===== src/rtl/i2c_master_core.sv =====
// I2C master byte engine: START, address, write, read and STOP sequencing.
// Quarter-bit timing from a tick divider; open-drain style line outputs.
module i2c_master_core (
    input  logic       aclk,
    input  logic       areset,
    input  logic       enable,
    input  logic       cmd_start,
    input  logic       cmd_write,
    input  logic       cmd_read,
    input  logic       cmd_stop,
    input  logic       master_ack,
    input  logic [7:0] tx_data,
    input  logic [6:0] slave_addr,
    input  logic [7:0] clk_div,
    input  logic       sda_i,
    output logic       scl_o,
    output logic       sda_o,
    output logic       busy,
    output logic       error,
    output logic [7:0] rx_data,
    output logic       rx_valid
);

    localparam logic [2:0] S_IDLE  = 3'd0;
    localparam logic [2:0] S_START = 3'd1;
    localparam logic [2:0] S_BIT   = 3'd2;
    localparam logic [2:0] S_ACK   = 3'd3;
    localparam logic [2:0] S_STOP  = 3'd4;

    logic [7:0] cnt_q, cnt_d;
    logic [2:0] st_q, st_d;
    logic [1:0] qtr_q, qtr_d;
    logic [2:0] bit_q, bit_d;
    logic [7:0] byte_q, byte_d;
    logic       rd_q, rd_d;
    logic       ack_q, ack_d;
    logic [7:0] rxsh_q, rxsh_d;
    logic       scl_q, scl_d;
    logic       sda_q, sda_d;
    logic       busy_q, busy_d;
    logic       err_q, err_d;
    logic [7:0] rx_q, rx_d;
    logic       rxv_q, rxv_d;
    logic       cs_q, cw_q, cr_q, cp_q;

    logic tick;
    logic e_s, e_w, e_r, e_p;
    logic p_s, p_w, p_r, p_p;
    logic accept;
    logic abort;
    logic adv;
    logic upd;
    logic lv_scl, lv_sda;

    // Tick when the divider count reaches clk_div; >= covers a shrinking clk_div.
    assign tick = (cnt_q >= clk_div);

    assign e_s = cmd_start & ~cs_q;
    assign e_w = cmd_write & ~cw_q;
    assign e_r = cmd_read  & ~cr_q;
    assign e_p = cmd_stop  & ~cp_q;

    // One-hot priority: start > write > read > stop.
    assign p_s = e_s;
    assign p_w = e_w & ~e_s;
    assign p_r = e_r & ~e_s & ~e_w;
    assign p_p = e_p & ~e_s & ~e_w & ~e_r;

    assign accept = (st_q == S_IDLE) && enable && (e_s | e_w | e_r | e_p);
    assign abort  = (st_q != S_IDLE) && !enable;
    assign adv    = (st_q != S_IDLE) && enable && tick;

    // Sequencer: command acceptance, abort and quarter/bit stepping.
    always_comb begin
        cnt_d  = (tick || accept) ? 8'd0 : cnt_q + 8'd1;
        st_d   = st_q;
        qtr_d  = qtr_q;
        bit_d  = bit_q;
        byte_d = byte_q;
        rd_d   = rd_q;
        ack_d  = ack_q;
        rxsh_d = rxsh_q;
        busy_d = busy_q;
        err_d  = err_q;
        rx_d   = rx_q;
        rxv_d  = 1'b0;
        upd    = 1'b0;
        if (accept) begin
            busy_d = 1'b1;
            qtr_d  = 2'd0;
            bit_d  = 3'd0;
            ack_d  = master_ack;
            upd    = 1'b1;
            unique case (1'b1)
                p_s: begin
                    st_d   = S_START;
                    byte_d = {slave_addr, cmd_read};
                    rd_d   = 1'b0;
                    err_d  = 1'b0;
                end
                p_w: begin
                    st_d   = S_BIT;
                    byte_d = tx_data;
                    rd_d   = 1'b0;
                end
                p_r: begin
                    st_d = S_BIT;
                    rd_d = 1'b1;
                end
                p_p: begin
                    st_d = S_STOP;
                end
                default: begin
                    st_d = S_IDLE;
                end
            endcase
        end else if (abort) begin
            st_d   = S_IDLE;
            busy_d = 1'b0;
        end else if (adv) begin
            upd   = 1'b1;
            qtr_d = qtr_q + 2'd1;
            case (st_q)
                S_START: begin
                    if (qtr_q == 2'd3) begin
                        st_d  = S_BIT;
                        bit_d = 3'd0;
                    end
                end
                S_BIT: begin
                    if (qtr_q == 2'd2 && rd_q)
                        rxsh_d = {rxsh_q[6:0], sda_i};
                    if (qtr_q == 2'd3) begin
                        if (bit_q == 3'd7)
                            st_d = S_ACK;
                        else
                            bit_d = bit_q + 3'd1;
                    end
                end
                S_ACK: begin
                    if (qtr_q == 2'd2 && !rd_q && sda_i)
                        err_d = 1'b1;
                    if (qtr_q == 2'd3) begin
                        st_d   = S_IDLE;
                        busy_d = 1'b0;
                        upd    = 1'b0;
                        if (rd_q) begin
                            rx_d  = rxsh_q;
                            rxv_d = 1'b1;
                        end
                    end
                end
                S_STOP: begin
                    if (qtr_q == 2'd3) begin
                        st_d   = S_IDLE;
                        busy_d = 1'b0;
                        upd    = 1'b0;
                    end
                end
                default: begin
                    st_d = S_IDLE;
                end
            endcase
        end
    end

    // Line levels for the position being entered.
    always_comb begin
        lv_scl = scl_q;
        lv_sda = sda_q;
        case (st_d)
            S_START: begin
                lv_scl = (qtr_d == 2'd0) || (qtr_d == 2'd1);
                lv_sda = (qtr_d == 2'd0);
            end
            S_BIT: begin
                lv_scl = (qtr_d == 2'd1) || (qtr_d == 2'd2);
                lv_sda = rd_d ? 1'b1 : byte_d[~bit_d];
            end
            S_ACK: begin
                lv_scl = (qtr_d == 2'd1) || (qtr_d == 2'd2);
                lv_sda = rd_d ? ~ack_d : 1'b1;
            end
            S_STOP: begin
                lv_scl = (qtr_d != 2'd0);
                lv_sda = qtr_d[1];
            end
            default: begin
                lv_scl = scl_q;
                lv_sda = sda_q;
            end
        endcase
    end

    // Abort releases both lines; otherwise lines only move on a step.
    always_comb begin
        scl_d = scl_q;
        sda_d = sda_q;
        if (abort) begin
            scl_d = 1'b1;
            sda_d = 1'b1;
        end else if (upd) begin
            scl_d = lv_scl;
            sda_d = lv_sda;
        end
    end

    // State registers with synchronous reset.
    always_ff @(posedge aclk) begin
        if (areset) begin
            cnt_q  <= 8'd0;
            st_q   <= S_IDLE;
            qtr_q  <= 2'd0;
            bit_q  <= 3'd0;
            byte_q <= 8'd0;
            rd_q   <= 1'b0;
            ack_q  <= 1'b0;
            rxsh_q <= 8'd0;
            scl_q  <= 1'b1;
            sda_q  <= 1'b1;
            busy_q <= 1'b0;
            err_q  <= 1'b0;
            rx_q   <= 8'd0;
            rxv_q  <= 1'b0;
            cs_q   <= 1'b0;
            cw_q   <= 1'b0;
            cr_q   <= 1'b0;
            cp_q   <= 1'b0;
        end else begin
            cnt_q  <= cnt_d;
            st_q   <= st_d;
            qtr_q  <= qtr_d;
            bit_q  <= bit_d;
            byte_q <= byte_d;
            rd_q   <= rd_d;
            ack_q  <= ack_d;
            rxsh_q <= rxsh_d;
            scl_q  <= scl_d;
            sda_q  <= sda_d;
            busy_q <= busy_d;
            err_q  <= err_d;
            rx_q   <= rx_d;
            rxv_q  <= rxv_d;
            cs_q   <= cmd_start;
            cw_q   <= cmd_write;
            cr_q   <= cmd_read;
            cp_q   <= cmd_stop;
        end
    end

    assign scl_o    = scl_q;
    assign sda_o    = sda_q;
    assign busy     = busy_q;
    assign error    = err_q;
    assign rx_data  = rx_q;
    assign rx_valid = rxv_q;

endmodule

===== config.mk =====
export PLATFORM = sky130hd
export DESIGN_NAME = i2c_master_core
export DESIGN_NICKNAME = d
export VERILOG_FILES = /design/src/rtl/i2c_master_core.sv
export SDC_FILE = /design/constraint.sdc
export NUM_CORES = 1
export LEC_CHECK = 0
export CAP_MARGIN = 20
export CORE_MARGIN = 1.5
export CORE_UTILIZATION = 49
export CTS_CLUSTER_SIZE = 20
export DETAILED_ROUTE_END_ITERATION = 7
export PLACE_DENSITY = 0.74
export SLEW_MARGIN = 5
export SYNTH_ARGS = -nofsm -noshare
export SYNTH_HDL_FRONTEND = slang
export SYNTH_SLANG_ARGS = --single-unit

===== constraint.sdc =====
create_clock -name aclk -period 8.5 [get_ports aclk]
set_clock_uncertainty 0.1 [all_clocks]
set_input_delay 2.125 -clock aclk [delete_from_list [all_inputs] [get_ports aclk]]
set_output_delay 2.125 -clock aclk [all_outputs]
set_load 0.05 [all_outputs]

# ---- Yosys cells after proc, flatten, opt, wreduce, memory -nomap -nowiden
# Index checks and enable logic that the tools add are counted.
dict set report op_classes {
  reduce_logical 38
  muxes 47
  bitwise 27
  eq_ne 15
  addsub 3
  magnitude_cmp 2
}
# operator n
set op_table {}
lappend op_table {{$mux W3} 13}
lappend op_table {{$mux W1} 22}
lappend op_table {{$pmux W3 S3} 2}
lappend op_table {{$pmux W8 S2} 1}
lappend op_table {{$reduce_bool A3 Y1} 5}
lappend op_table {{$not A1 Y1} 13}
lappend op_table {{$eq A3 B2 Y1 const B} 4}
lappend op_table {{$reduce_or A2 Y1} 6}
lappend op_table {{$and A1 B1 Y1} 10}
lappend op_table {{$reduce_and A5 Y1} 2}
lappend op_table {{$eq A3 B3 Y1 const B} 3}
lappend op_table {{$add A8 B1 Y8 const B} 1}
lappend op_table {{$ge A8 B8 Y1} 1}
lappend op_table {{$logic_and A1 B1 Y1} 8}
lappend op_table {{$mux W8} 1}
lappend op_table {{$reduce_bool A2 Y1} 4}
lappend op_table {{$eq A2 B2 Y1 const B} 3}
lappend op_table {{$eq A3 B1 Y1 const B} 2}
lappend op_table {{$mux W2} 3}
lappend op_table {{$pmux W3 S2} 1}
lappend op_table {{$reduce_and A6 Y1} 1}
lappend op_table {{$reduce_or A6 Y1} 1}
lappend op_table {{$lt A3 B4 Y1 const B} 1}
lappend op_table {{$ne A2 B2 Y1 const B} 2}
lappend op_table {{other kinds (16)} 22}
dict set report totals {
  regBits 51
  elab_cells 150
  out_inout_bits 13
  inputBits 32
}

# ---- Longest topological paths before layout
# Gate-level depths: netlist of run 1.
dict set report logic_depth {
  depth_word 12
  depth_mapped 11
  depth_no_buf 11
}

# ---- Worst setup path before layout of run 1
# Ideal clock, no wire load.
dict set report synth_path {
  path_kind {input-to-reg}
  startpoint {input port clk_div[1]}
  endpoint {register sda_q, in the netlist sda_o}
  slack_ns 3.974
  setup_time_ns 0.121
  arrival_ns 4.306
  n_path_buf 0
  t_required_ns 8.279
  stages 11
  path_cell_list {inv_1 -> ha_1 -> nand2b_1 -> a21oi_1 -> o21ba_2 -> o211ai_2 -> a311oi_1 -> nand2_2 -> or3_1 -> a31oi_1 -> o21ai_1}
}
dict set report synth_between {
  elab_chain_cells 10
  elab_cells_between_ends 26
  classes_between {order compare: 1; eq/ne: 4; mux: 16; bitwise: 1; reduce/logical: 4}
}
# element line_no
set synth_rtl {}
lappend synth_rtl {{start: declaration} 14} ;# input logic [7:0] clk_div,
lappend synth_rtl {{$ge A8 B8 Y1 (*)} 56} ;# assign tick = (cnt_q >= clk_div);
lappend synth_rtl {{$logic_and A1 B1 Y1 (*)} 71} ;# assign adv = (st_q != S_IDLE) && enable && tick;
lappend synth_rtl {{$mux W3} 120} ;# end else if (adv) begin
lappend synth_rtl {{$mux W3} 117} ;# end else if (abort) begin
lappend synth_rtl {{$mux W3} 88} ;# if (accept) begin
lappend synth_rtl {{$not A3 Y3} 178} ;# lv_sda = rd_d ? 1'b1 : byte_d[~bit_d];
lappend synth_rtl {{$bmux W1 S3} 178}
lappend synth_rtl {{$mux W1 (not written as such)} 178}
lappend synth_rtl {{$mux W1} 178}
lappend synth_rtl {{$pmux W1 S4} 171} ;# case (st_d)
lappend synth_rtl {{end signal: assignment} 220} ;# sda_q <= 1'b1;
lappend synth_rtl {{end signal: assignment} 239} ;# sda_q <= sda_d;
lappend synth_rtl {{end: declaration} 39} ;# logic sda_q, sda_d;
# Mark *: on every way between the ends. The rest lies on a longest branch, timed or not. The select of a mux whose other input is x is not followed.
# A chain may end at the register's enable or synchronous reset.

# ---- Final worst setup path of run 1
dict set report layout_path {
  startpoint {input port clk_div[7]}
  endpoint {register sda_q, in the netlist sda_o}
}
# Same word-level chain as after synthesis.

==> results of run 1 <==
==> synth_stat cells (3+ instances only) <==
cell	number	area, µm²
sky130_fd_sc_hd__nor3_1	8	40.0
sky130_fd_sc_hd__inv_1	16	60.1
sky130_fd_sc_hd__a21oi_1	13	65.1
sky130_fd_sc_hd__o22ai_1	6	37.5
sky130_fd_sc_hd__and3_1	4	25.0
sky130_fd_sc_hd__a211oi_1	5	37.5
sky130_fd_sc_hd__nor2_1	50	188
sky130_fd_sc_hd__buf_2	3	15.0
sky130_fd_sc_hd__xor2_1	4	35.0
sky130_fd_sc_hd__nand2_1	21	78.8
sky130_fd_sc_hd__nand2b_1	7	43.8
sky130_fd_sc_hd__ha_1	12	150
sky130_fd_sc_hd__mux2_2	4	45.0
sky130_fd_sc_hd__o21ai_0	7	35.0
sky130_fd_sc_hd__o21ai_1	3	15.0
sky130_fd_sc_hd__nand3_1	9	45.0
sky130_fd_sc_hd__a31oi_1	3	18.8
sky130_fd_sc_hd__mux2i_1	20	200
sky130_fd_sc_hd__dfxtp_1	51	1020
sky130_fd_sc_hd__clkbuf_1	8	30.0
sky130_fd_sc_hd__xnor2_1	4	35.0
sky130_fd_sc_hd__nor2b_1	8	50.1
==> area by class of cell <==
cell class	instances	area [µm²]	area share, %
clock buffer	5	68.8	2.09
clock inverter	3	23.8	0.721
inverter	16	60.1	1.82
multi-input combinational	238	1590	48.1
sequential	51	1020	31.0
tap	72	90.1	2.73
timing repair buffer	45	448	13.6
==> per-stage QoR <==
step                hold WS [ns]  cells  worst slack, ns  total power (W)  area [µm²]
floorplan                  0.326    320             3.97         0.000311        2750
global placement           0.348    422             3.02         0.000337        3200
detailed placement         0.359    422             3.06         0.000337        3200
CTS                        0.382    430             3.39         0.000485        3300
global route               0.413    430             3.09         0.000507        3300
finish                     0.370    430             3.32         0.000482        3300
==> worst max-delay path by stage <==
stage	start	to	slack, ns	cells after the start
4_1_cts	clk_div[7]	sda_o	3.39	11
2_1_floorplan	clk_div[1]	sda_o	3.97	11
5_1_grt	clk_div[1]	sda_o	3.09	12
6_report	clk_div[7]	sda_o	3.32	11
3_3_place_gp	clk_div[7]	sda_o	3.02	11
3_5_place_dp	clk_div[7]	sda_o	3.06	11
==> per-layer routing <==
layer / vias to the layer above / track usage (%) / wire length (µm)
met5: - / 0 / 0
met4: 0 / 7.14 / 85
met3: 8 / 4.24 / 356
met2: 60 / 33.4 / 2800
met1: 1099 / 28.0 / 2840
li1: 1220 / - / -
==> power by group <==
| group | internal [W] | switching [W] | total [W] |
|---|---|---|---|
| Sequential | 0.000247 | 0.00000569 | 0.000252 |
| Clock | 0.0000596 | 0.0000901 | 0.000150 |
| Combinational | 0.0000365 | 0.0000436 | 0.0000801 |
==> cell families (layout without fill, tap and decap cells) <==
group,count (synthesis),count (layout),synth area share [%]
AND/OR/NAND/NOR,125,125,22.2
AO/OA/AOI/OAI,69,69,18.5
flip-flops,51,51,37.1
buffers and inverters,31,69,5.19
multiplexers,24,24,8.92
adder cells (fa/ha/maj),12,12,5.46
XOR/XNOR,8,8,2.55
==> registers in the layout, summed over array words and instances, names as in the netlist, 2 cells and up <==
| signal | flops |
|---|---|
| bit_q | 3 |
| byte_q | 8 |
| cnt_q | 8 |
| qtr_q | 2 |
| rx_data | 8 |
| rxsh_q | 8 |
| st_q | 3 |
==> summary by stage, run 1 <==
Min path
The destination of the worst hold path is cnt_q[0]. The startpoint of the worst hold path is cnt_q[0]. In this run the worst hold path is classified as reg -> reg. Along the worst hold path, the cell count comes to 1.

Timing
The number of endpoints failing setup at the final stage is 0. The final max-slew violation count was 0. The slew at the pin with the worst max-slew slack is 0.897 ns. The final hold violation count is 0. The worst relative slew slack is 40.0%. The setup TNS is 0 ns. Setup repair after global routing left no endpoint under its margin. For this run, the top clock speed supported by timing is 193 MHz.

The worst path in the final design needs a cycle of 5.18 ns, including I/O delays and setup. The final clock period utilization by the worst path is 60.9%.

Setup path
The category of the most critical setup path is in -> reg. In this design, the stage delay of the slowest critical-path cell is 0.76 ns. The data arrival time of the critical path is 5.28 ns. The cell class contributing the biggest share of worst-path delay is compound AO/OA/AOI/OAI gates. The endpoint of the worst-slack reg-to-reg timing path is sda_o. The critical-path maximum fanout is 9. The critical path required time is 8.61 ns. The number of buffer and inverter stages on the critical path is 2. The cell occurring most often along the worst timing path is sky130_fd_sc_hd__o21ai_1. The worst flop-to-flop path startpoint is qtr_q[0]. The worst setup path is launched from an input pin. The length in cells of the worst reg-to-reg path is 10.

Traced cell by cell, the critical path runs through clkdlybuf4s50_1 -> inv_1 -> ha_1 -> nand2_1 -> o21ai_1 -> o211ai_2 -> a311oi_1 -> nand2_2 -> or3_1 -> a31oi_1 -> o21ai_1. The worst setup path is captured at a flop. Among all stages on the critical path, the largest delay is contributed by sky130_fd_sc_hd__a311oi_1.

The setup check on the worst reg-to-reg path leaves a slack of 5.25 ns.

Yosys
The async set-reset flop share out of synthesis is 0%. A synthesized cell averages 8.59 µm². Summing every instance area after synthesis gives 2750 µm². The number of nets handed over by synthesis was 364.

The fraction of the yosys area taken by sequential cells is 37.1%. After synthesis the netlist holds a flip-flop and latch count of 51. The synthesized instance count is 320. Among all flip-flop cells after synthesis, the most frequent one is sky130_fd_sc_hd__dfxtp_1. Yosys printed 0 warnings.

The number of distinct library cells after synthesis is 63. Yosys mapped a number of flops with a built-in enable equal to 0.

Power
For this design the static power due to leakage is 1.21 nW. The areal power density over the cells is 146 nW/µm². The maximum VDD drop is 91.5 µV.

Clocking
The number of sinks handled by clock tree synthesis is 51. The clock tree from TritonCTS is built. After clock tree synthesis, the repair step resized 0 gates. The later-pin clock latency in the skew report is 0.32 ns.

CTS built an H-tree with a depth of 2. The clock slew seen by the registers of the worst setup and hold paths is 0.10 ns. CTS placed an instance of sky130_fd_sc_hd__clkbuf_8 at the clock tree root. The hold-fix buffer count after cts is 0. The total setup buffers inserted after CTS is 0. The largest buffer count on any clock path is 2. The number of buffers inserted during clock tree synthesis is 5.

Drt
The residual antenna-violating net count after detailed routing is 0. The sum of routed wire length over all layers is 6080 µm. The first detailed-routing pass took 4 iterations.

In the routed layout, each cell is associated on average with a via count of 5.55. For this block, the initial DRC count from the detailed router was 117. The via count is 2387. After detailed routing, the number of remaining DRC violations is 0. After detailed routing, the average wire length per cell comes to 14.1 µm.

GRT
The first global-routing pass estimated 10200 µm of wire. The initial antenna violation count is 0. Entering global routing, the biggest net connects 42 pins.

Global routing used 20.9% of the available tracks across all layers. The via count of the first global-routing pass is 2217. The total congestion overflow is 0.

Placement
The routability congestion estimate from global placement is 0.877. The HPWL after detailed placement is 4380 µm. The count of port buffers added during placement is 44.

Floorplanning
The floorplan die area is 6070 µm². In this run the vertical extent of the chip is 77.9 µm. The die outline width is 77.9 µm. The initial standard-cell utilization of the core is 50.2%.

The core outline area is 5470 µm². The number of placement rows is 27. The number of placed I/O pins is 45.

Run
The number of max-cap violations is 0.

Run status
The run finished with clean final reports.

Finish
After the last flow step, the layout net total stands at 401. The share of the core filled with cells in the final layout is 60.2%. The number of fill cells is 507. The library cells used most frequently in the layout, excluding fill and tap cells, are sky130_fd_sc_hd__dfxtp_1, sky130_fd_sc_hd__nor2_1, sky130_fd_sc_hd__clkdlybuf4s50_1, sky130_fd_sc_hd__nand2_1, sky130_fd_sc_hd__mux2i_1. Of the cells placed in the final design, the portion with a size suffix greater than 1 is 7.26%. Leaving out fill and tap cells, the most frequent cell in the layout is sky130_fd_sc_hd__dfxtp_1. The antenna cell count is 0. The synthesis-to-finish area growth is 19.9%.
(Power assumes the default switching activity.)
==> inputs of run 2 (changes only) <==
clock period = 5.1 ns   (was 8.5 ns; I/O delays follow)
==> summary by stage, run 2 (synthesized netlist as in run 1, its figures left out) <==
Finish
The final layout net count is 404 (+0.75%). In the layout the commonest cells are sky130_fd_sc_hd__dfxtp_1, sky130_fd_sc_hd__nor2_1, sky130_fd_sc_hd__clkdlybuf4s50_1, sky130_fd_sc_hd__nand2_1, sky130_fd_sc_hd__mux2i_1. The non-filler instance count after layout is 433 (+0.70%).

The number of fill cells was 497 (-2.0%). The share of the core filled with cells in the final layout came to 60.7% (+0.41 points). The footprint of the flip-flops and latches is 1020 µm² (unchanged).

The library cell used most frequently in the layout, excluding fill and tap cells, is sky130_fd_sc_hd__dfxtp_1. The combined area of the multi-input logic cells is 1590 µm² (unchanged). The antenna cell count is 0 (unchanged).

The share of cells above drive strength 1 came to 8.03% (+0.77 points). The synthesis-to-finish area growth is 20.8%.

Drt
The violation count after the first detailed-routing iteration came to 115 (-1.7%). The via count is 2381 (-0.25%). The number of vias per cell is 5.50 (-0.94%).

The number of DRC violations after detailed routing is 0 (unchanged). The residual antenna-violating net count after detailed routing is 0 (unchanged). The detailed-route wire length per cell came to 13.9 µm (-1.6%). The sum of routed wire length over all layers is 6030 µm (-0.87%).

The detailed-routing iteration count for the pre-antenna-repair pass came to 4 (unchanged).

Placement
The estimated wirelength of the detail-placed design is 4470 µm (+2.1%). The count of port buffers added during placement came to 44 (unchanged). The placed instance count came to 425 (+0.71%). The routability congestion estimate from global placement is 0.892 (+1.7%).

Power
The static power due to leakage is 1.22 nW (+0.82%). The total power is 0.000795 W (+65%). The design internal power is 0.000572 W (+67%). The areal power density over the cells was 240 nW/µm² (+64%). The clock share of power is 30.0% (-1.1 points). The sequential fraction of design power is 52.9% (+0.6 points).

The net switching power is 0.000224 W (+60%). The maximum VDD drop was 178 µV (+95%). The share of total power consumed by net switching was 28.1% (-0.78 points). The part of the total power dissipated in combinational logic is 17.1% (+0.5 points).

Timing
The worst path uses 84.1% of the clock period. The slew at the pin with the worst max-slew slack is 0.758 ns (-0.139 ns). The maximum clock rate is 233 MHz. The final max-slew violation count is 0 (unchanged). The setup TNS was 0 ns (unchanged). The worst relative slew slack came to 49.1% (+9.1 points). The final hold violation count was 0 (unchanged). The post-layout minimum cycle time is 4.29 ns. The number of endpoints failing setup at the final stage came to 0 (unchanged). Setup repair after global routing left no endpoint under its margin.

Setup path
The worst setup path is captured at a flop. The number of buffer and inverter stages on the critical path came to 2 (unchanged). The critical-path maximum fanout came to 9 (unchanged). The largest individual stage delay along the critical path comes from the cell sky130_fd_sc_hd__a311oi_1.

The critical path goes through clkdlybuf4s50_1 -> inv_1 -> ha_1 -> nand2_1 -> o21ai_1 -> o211ai_2 -> a311oi_1 -> nand2_2 -> or3_1 -> a31oi_1 -> o21ai_1. The cell class contributing the biggest share of worst-path delay is compound AO/OA/AOI/OAI gates. The critical path required time is 5.20 ns (-3.41 ns). Among the stages of the critical path, the cell type that occurs most often is sky130_fd_sc_hd__o21ai_1. The launching element type of the critical path is an input pin. The category of the most critical setup path is in -> reg. The data arrival time of the critical path is 4.39 ns (-0.89 ns). The longest individual stage delay on the worst path is 0.73 ns (-0.03 ns).

Floorplanning
The floorplan die area is 6070 µm² (unchanged). The number of placement rows came to 27 (unchanged). The initial standard-cell utilization of the core is 50.2% (unchanged). The die height is 77.9 µm (unchanged). The core outline area came to 5470 µm² (unchanged).

The die outline width was 77.9 µm (unchanged). The number of placed I/O pins is 45 (unchanged).

Clocking
The largest buffer count on any clock path is 2 (unchanged). The total setup buffers inserted after CTS is 0 (unchanged). The number of buffers inserted during clock tree synthesis came to 5 (unchanged). The post-cts resize count is 0 (unchanged). The number of sinks handled by clock tree synthesis is 51 (unchanged). The tree is rooted in a sky130_fd_sc_hd__clkbuf_8. The maximum level of the CTS H-tree came to 2 (unchanged). The hold-fix buffer count after cts is 0 (unchanged). The later-pin clock latency in the skew report is 0.31 ns (about the same). TritonCTS built the clock tree. The clock slew seen by the registers of the worst setup and hold paths was 0.10 ns (about the same).

GRT
The initial antenna violation count is 0 (unchanged). The maximum number of pins on one net before global-route repair is 42 (unchanged). The global routing usage summed across all routing layers is 21.0% (+0.14 points). The via count of the first global-routing pass is 2276 (+2.7%).

The total congestion overflow is 0 (unchanged). The wire length of the first global-routing pass is 10400 µm (+2.0%).

Min path
The min-delay analysis places its worst path in the category reg -> reg.

Run
The number of max-cap violations is 0 (unchanged).

Run status
The run finished with clean final reports.
[run 2: area by class of cell]
class                           count  area share [%]
Tap cell                           72            2.71
Inverter                           16            1.81
Sequential cell                    51            30.8
Clock inverter                      3           0.716
Multi-Input combinational cell    238            47.8
Timing Repair Buffer               48            14.2
Clock buffer                        5            2.07
[run 2: final timing paths]
| path | from | to | slack [ns] | cells past startpoint |
|---|---|---|---|---|
| setup / recovery | clk_div[7] | sda_o | 0.81 | 11 |
| hold / removal | cnt_q[0] | cnt_q[0] | 0.37 | 1 |
| setup reg to reg | qtr_q[0] | sda_o | 1.91 | 10 |
| hold reg to reg | cnt_q[0] | cnt_q[0] | 0.37 | 1 |
[run 2: through the flow]
| stage | cell area (µm²) | hold WS, ns | setup slack [ns] |
|---|---|---|---|
| 2_1_floorplan | 2750 | 0.326 | 1.42 |
| 5_1_grt | 3320 | 0.405 | 0.637 |
| 3_3_place_gp | 3230 | 0.342 | 0.610 |
| 3_5_place_dp | 3230 | 0.353 | 0.572 |
| 6_report | 3320 | 0.369 | 0.810 |
| 4_1_cts | 3320 | 0.375 | 0.893 |
[run 2: power groups by stage]
stage               Sequential (W)  Combinational (W)  Clock (W)
global route              0.000423           0.000150   0.000266
global placement          0.000430           0.000133          0
floorplan                 0.000430          0.0000888          0
finish                    0.000420           0.000136   0.000239
detailed placement        0.000430           0.000135          0
CTS                       0.000420           0.000136   0.000248
[run 2: metal layers]
metal | GRT usage [%] | part of all wire [%] | vias to the layer above
li1 | - | - | 1225
met1 | 27.2 | 46 | 1097
met2 | 34.9 | 47 | 52
met3 | 4.71 | 5.3 | 7
met4 | 6.43 | 1.4 | 0
met5 | 0 | 0 | -
[run 2: worst reg2reg max path: stages (launching register included)]
cell,delay [ns]
sky130_fd_sc_hd__dfxtp_1,0.39
sky130_fd_sc_hd__ha_1,0.40
sky130_fd_sc_hd__nand3b_1,0.14
sky130_fd_sc_hd__a21oi_1,0.33
sky130_fd_sc_hd__and3_1,0.21
sky130_fd_sc_hd__o21ai_1,0.09
sky130_fd_sc_hd__mux2i_1,0.40
sky130_fd_sc_hd__mux2_2,0.39
sky130_fd_sc_hd__a221o_1,0.32
sky130_fd_sc_hd__a311o_1,0.31
sky130_fd_sc_hd__o21ai_1,0.06
==> inputs of run 3 (changes only) <==
CORE_UTILIZATION = 48   (was 49)
PLACE_DENSITY = 0.76   (was 0.74)
clock period = 3.5 ns   (was 5.1 ns; I/O delays follow)
==> summary by stage, run 3 (synthesized netlist as in run 1, its figures left out) <==
Run status
The run finished with clean final reports.

Clocking
The number of buffers inserted during clock tree synthesis is 5 (unchanged). The hold-fix buffer count after cts came to 0 (unchanged). The number of sinks handled by clock tree synthesis came to 51 (unchanged).

The clock slew seen by the registers of the worst setup and hold paths is 0.09 ns (about the same). The later-pin clock latency in the skew report was 0.31 ns (about the same). The clock tree from TritonCTS is built. The buffer cell driving the clock tree root is sky130_fd_sc_hd__clkbuf_8.

The largest buffer count on any clock path is 2 (unchanged). The maximum level of the CTS H-tree is 2 (unchanged).

Floorplanning
The core outline area came to 5510 µm² (+0.62%). The number of placed I/O pins is 45 (unchanged). The initial standard-cell utilization of the core is 49.9% (-0.31 points). The die height is 78.7 µm (+0.99%).

The number of placement rows was 27 (unchanged). The floorplan die area is 6190 µm² (+2.0%). The die outline width is 78.7 µm (+0.99%).

Setup path
The data arrival time of the critical path came to 3.54 ns (-0.85 ns). Walking the worst path, the cells encountered are clkdlybuf4s50_1 -> inv_1 -> ha_1 -> a31oi_1 -> nor2b_2 -> o21ba_4 -> o211ai_4 -> buf_4 -> mux2_2 -> a21oi_1 -> nand2_1 -> a31oi_1 -> o21ai_1. The worst setup path is launched from an input pin. The category of the most critical setup path is in -> reg. Among the stages of the critical path, the cell type that occurs most often is sky130_fd_sc_hd__a31oi_1. The category of the worst setup path capture point is a flop. The cell class contributing the biggest share of worst-path delay is compound AO/OA/AOI/OAI gates. The critical-path maximum fanout is 5 (-4).

The critical path required time is 3.60 ns (-1.60 ns). The register-to-register path setup slack is 0.53 ns (-1.38 ns). The longest individual stage delay on the worst path was 0.45 ns (-0.28 ns). The number of buffer and inverter stages on the critical path came to 3 (+1). The worst-path cell with the longest stage delay is sky130_fd_sc_hd__clkdlybuf4s50_1.

Placement
The routability congestion estimate from global placement is 0.910 (+2.0%). The post-place instance area is 3400 µm² (+5.3%). The estimated wirelength of the detail-placed design was 4790 µm (+7.0%). The count of port buffers added during placement is 44 (unchanged).

Power
The areal power density over the cells is 331 nW/µm² (+38%). The share of total power consumed by net switching is 28.2% (+0.070 points). The clock share of power came to 29.0% (-1.0 points).

The maximum VDD drop was 243 µV (+37%). The net switching power is 0.000334 W (+49%). The part of the total power dissipated in combinational logic is 19.3% (+2.2 points). The sequential fraction of design power is 51.7% (-1.2 points).

The design internal power was 0.000850 W (+49%). The static power due to leakage is 1.33 nW (+8.6%).

Finish
The leading cell type in the layout, fill and taps excluded is sky130_fd_sc_hd__dfxtp_1. The final layout net count is 426 (+5.4%). The share of the core filled with cells in the final layout is 65.1% (+4.4 points). The combined area of the multi-input logic cells is 1680 µm² (+5.9%).

The footprint of the flip-flops and latches is 1020 µm² (unchanged). The finished layout cell area came to 3580 µm² (+8.0%). Compared with the post-synthesis result, the final layout area differs by 30.4%. The share of cells above drive strength 1 is 16.4% (+8.4 points).

In the layout the commonest cells are sky130_fd_sc_hd__dfxtp_1, sky130_fd_sc_hd__nor2_1, sky130_fd_sc_hd__clkdlybuf4s50_1, sky130_fd_sc_hd__buf_4, sky130_fd_sc_hd__nand2_1. The antenna cell count was 0 (unchanged). The number of fill cells is 466 (-6.2%).

GRT
The total congestion overflow is 0 (unchanged). The wire length of the first global-routing pass is 10700 µm (+3.3%). The initial antenna violation count came to 0 (unchanged). The via count of the first global-routing pass is 2400 (+5.4%). The maximum number of pins on one net before global-route repair is 33 (-21%). The global routing usage summed across all routing layers came to 21.5% (+0.46 points).

Drt
The violation count after the first detailed-routing iteration is 189 (+64%). The number of DRC violations after detailed routing is 0 (unchanged). The detailed-route wire length per cell is 14.5 µm (+3.9%). The residual antenna-violating net count after detailed routing came to 0 (unchanged). The detailed-routing iteration count for the pre-antenna-repair pass is 4 (unchanged).

The sum of routed wire length over all layers was 6580 µm (+9.2%). The number of vias per cell is 5.45 (-0.84%). The via count is 2481 (+4.2%).

Timing
The maximum clock rate is 291 MHz. The final clock period utilization by the worst path is 98.3%. The post-layout minimum cycle time is 3.44 ns. Setup repair after global routing could not meet its margin everywhere. The final max-slew violation count is 0 (unchanged). The setup TNS is 0 ns (unchanged). The number of endpoints failing setup at the final stage is 0 (unchanged). The final hold violation count came to 0 (unchanged).

The slew at the pin with the worst max-slew slack came to 0.535 ns (-0.223 ns). The worst relative slew slack is 64.2% (+15 points).

Min path
The min-delay analysis places its worst path in the category reg -> reg.

Run
The number of max-cap violations is 0 (unchanged).
run 3: changes by cell type in the layout (fill, tap and decap cells not counted), sizes merged:
cell      previous run  this run
clkbuf               5         6
inv                 17        16
buf                  4        26
clkinv               0         1
clkinvlp             2         1
run 3: through the flow:
step	worst slack [ns]	power, W	instances	hold slack (ns)
after floorplan	0.224	0.000756	320	0.326
after global placement	-0.201	0.000841	446	0.344
after detailed placement	-0.302	0.000845	446	0.361
after CTS	0.00982	0.00117	454	0.382
after global routing	-0.0186	0.00124	455	0.415
final	0.0607	0.00118	455	0.373
run 3: power by group through the flow:
stage | combinational (W) | clock (W) | sequential [W]
floorplan | 0.000129 | 0 | 0.000626
global placement | 0.000216 | 0 | 0.000625
detailed placement | 0.000219 | 0 | 0.000626
CTS | 0.000221 | 0.000342 | 0.000613
global route | 0.000250 | 0.000372 | 0.000616
finish | 0.000229 | 0.000343 | 0.000613
run 3: path summary, 6_finish.rpt:
path,start,end,depth (start not counted)
setup / recovery,clk_div[2],sda_o,13
setup reg to reg,qtr_q[0],sda_o,10
hold reg to reg,cnt_q[0],cnt_q[0],1
hold / removal,cnt_q[0],cnt_q[0],1
run 3: what timing repair did:
| action | in CTS | in global routing |
|---|---|---|
| resized for setup | 0 | 19 |
| setup buffers | 0 | 1 |
| endpoints found under the setup margin | 0 | 3 |
run 3: final cells by class:
type	count	share of cell area [%]
clock inverters	2	0.349
clock buffers	6	2.03
well taps	72	2.51
multi-input cells	238	46.9
flip-flops and latches	51	28.5
repair buffers	70	18.1
inverters	16	1.68
run 3: metal layers:
| layer | up-vias | part of all wire [%] | GRT usage, % |
|---|---|---|---|
| li1 | 1262 | - | - |
| met1 | 1142 | 46 | 27.2 |
| met2 | 68 | 47 | 36.6 |
| met3 | 9 | 5.4 | 4.77 |
| met4 | 0 | 1.3 | 5.71 |
| met5 | - | 0 | 0 |
run 3: worst register-to-register path, stage by stage (launching register included):
cell	delay, ns
sky130_fd_sc_hd__dfxtp_1	0.38
sky130_fd_sc_hd__ha_1	0.38
sky130_fd_sc_hd__nand3b_1	0.14
sky130_fd_sc_hd__a21oi_1	0.29
sky130_fd_sc_hd__and3_1	0.25
sky130_fd_sc_hd__o21ai_4	0.08
sky130_fd_sc_hd__mux2i_2	0.22
sky130_fd_sc_hd__mux2_4	0.33
sky130_fd_sc_hd__a221o_1	0.33
sky130_fd_sc_hd__a311o_1	0.35
sky130_fd_sc_hd__o21ai_1	0.07
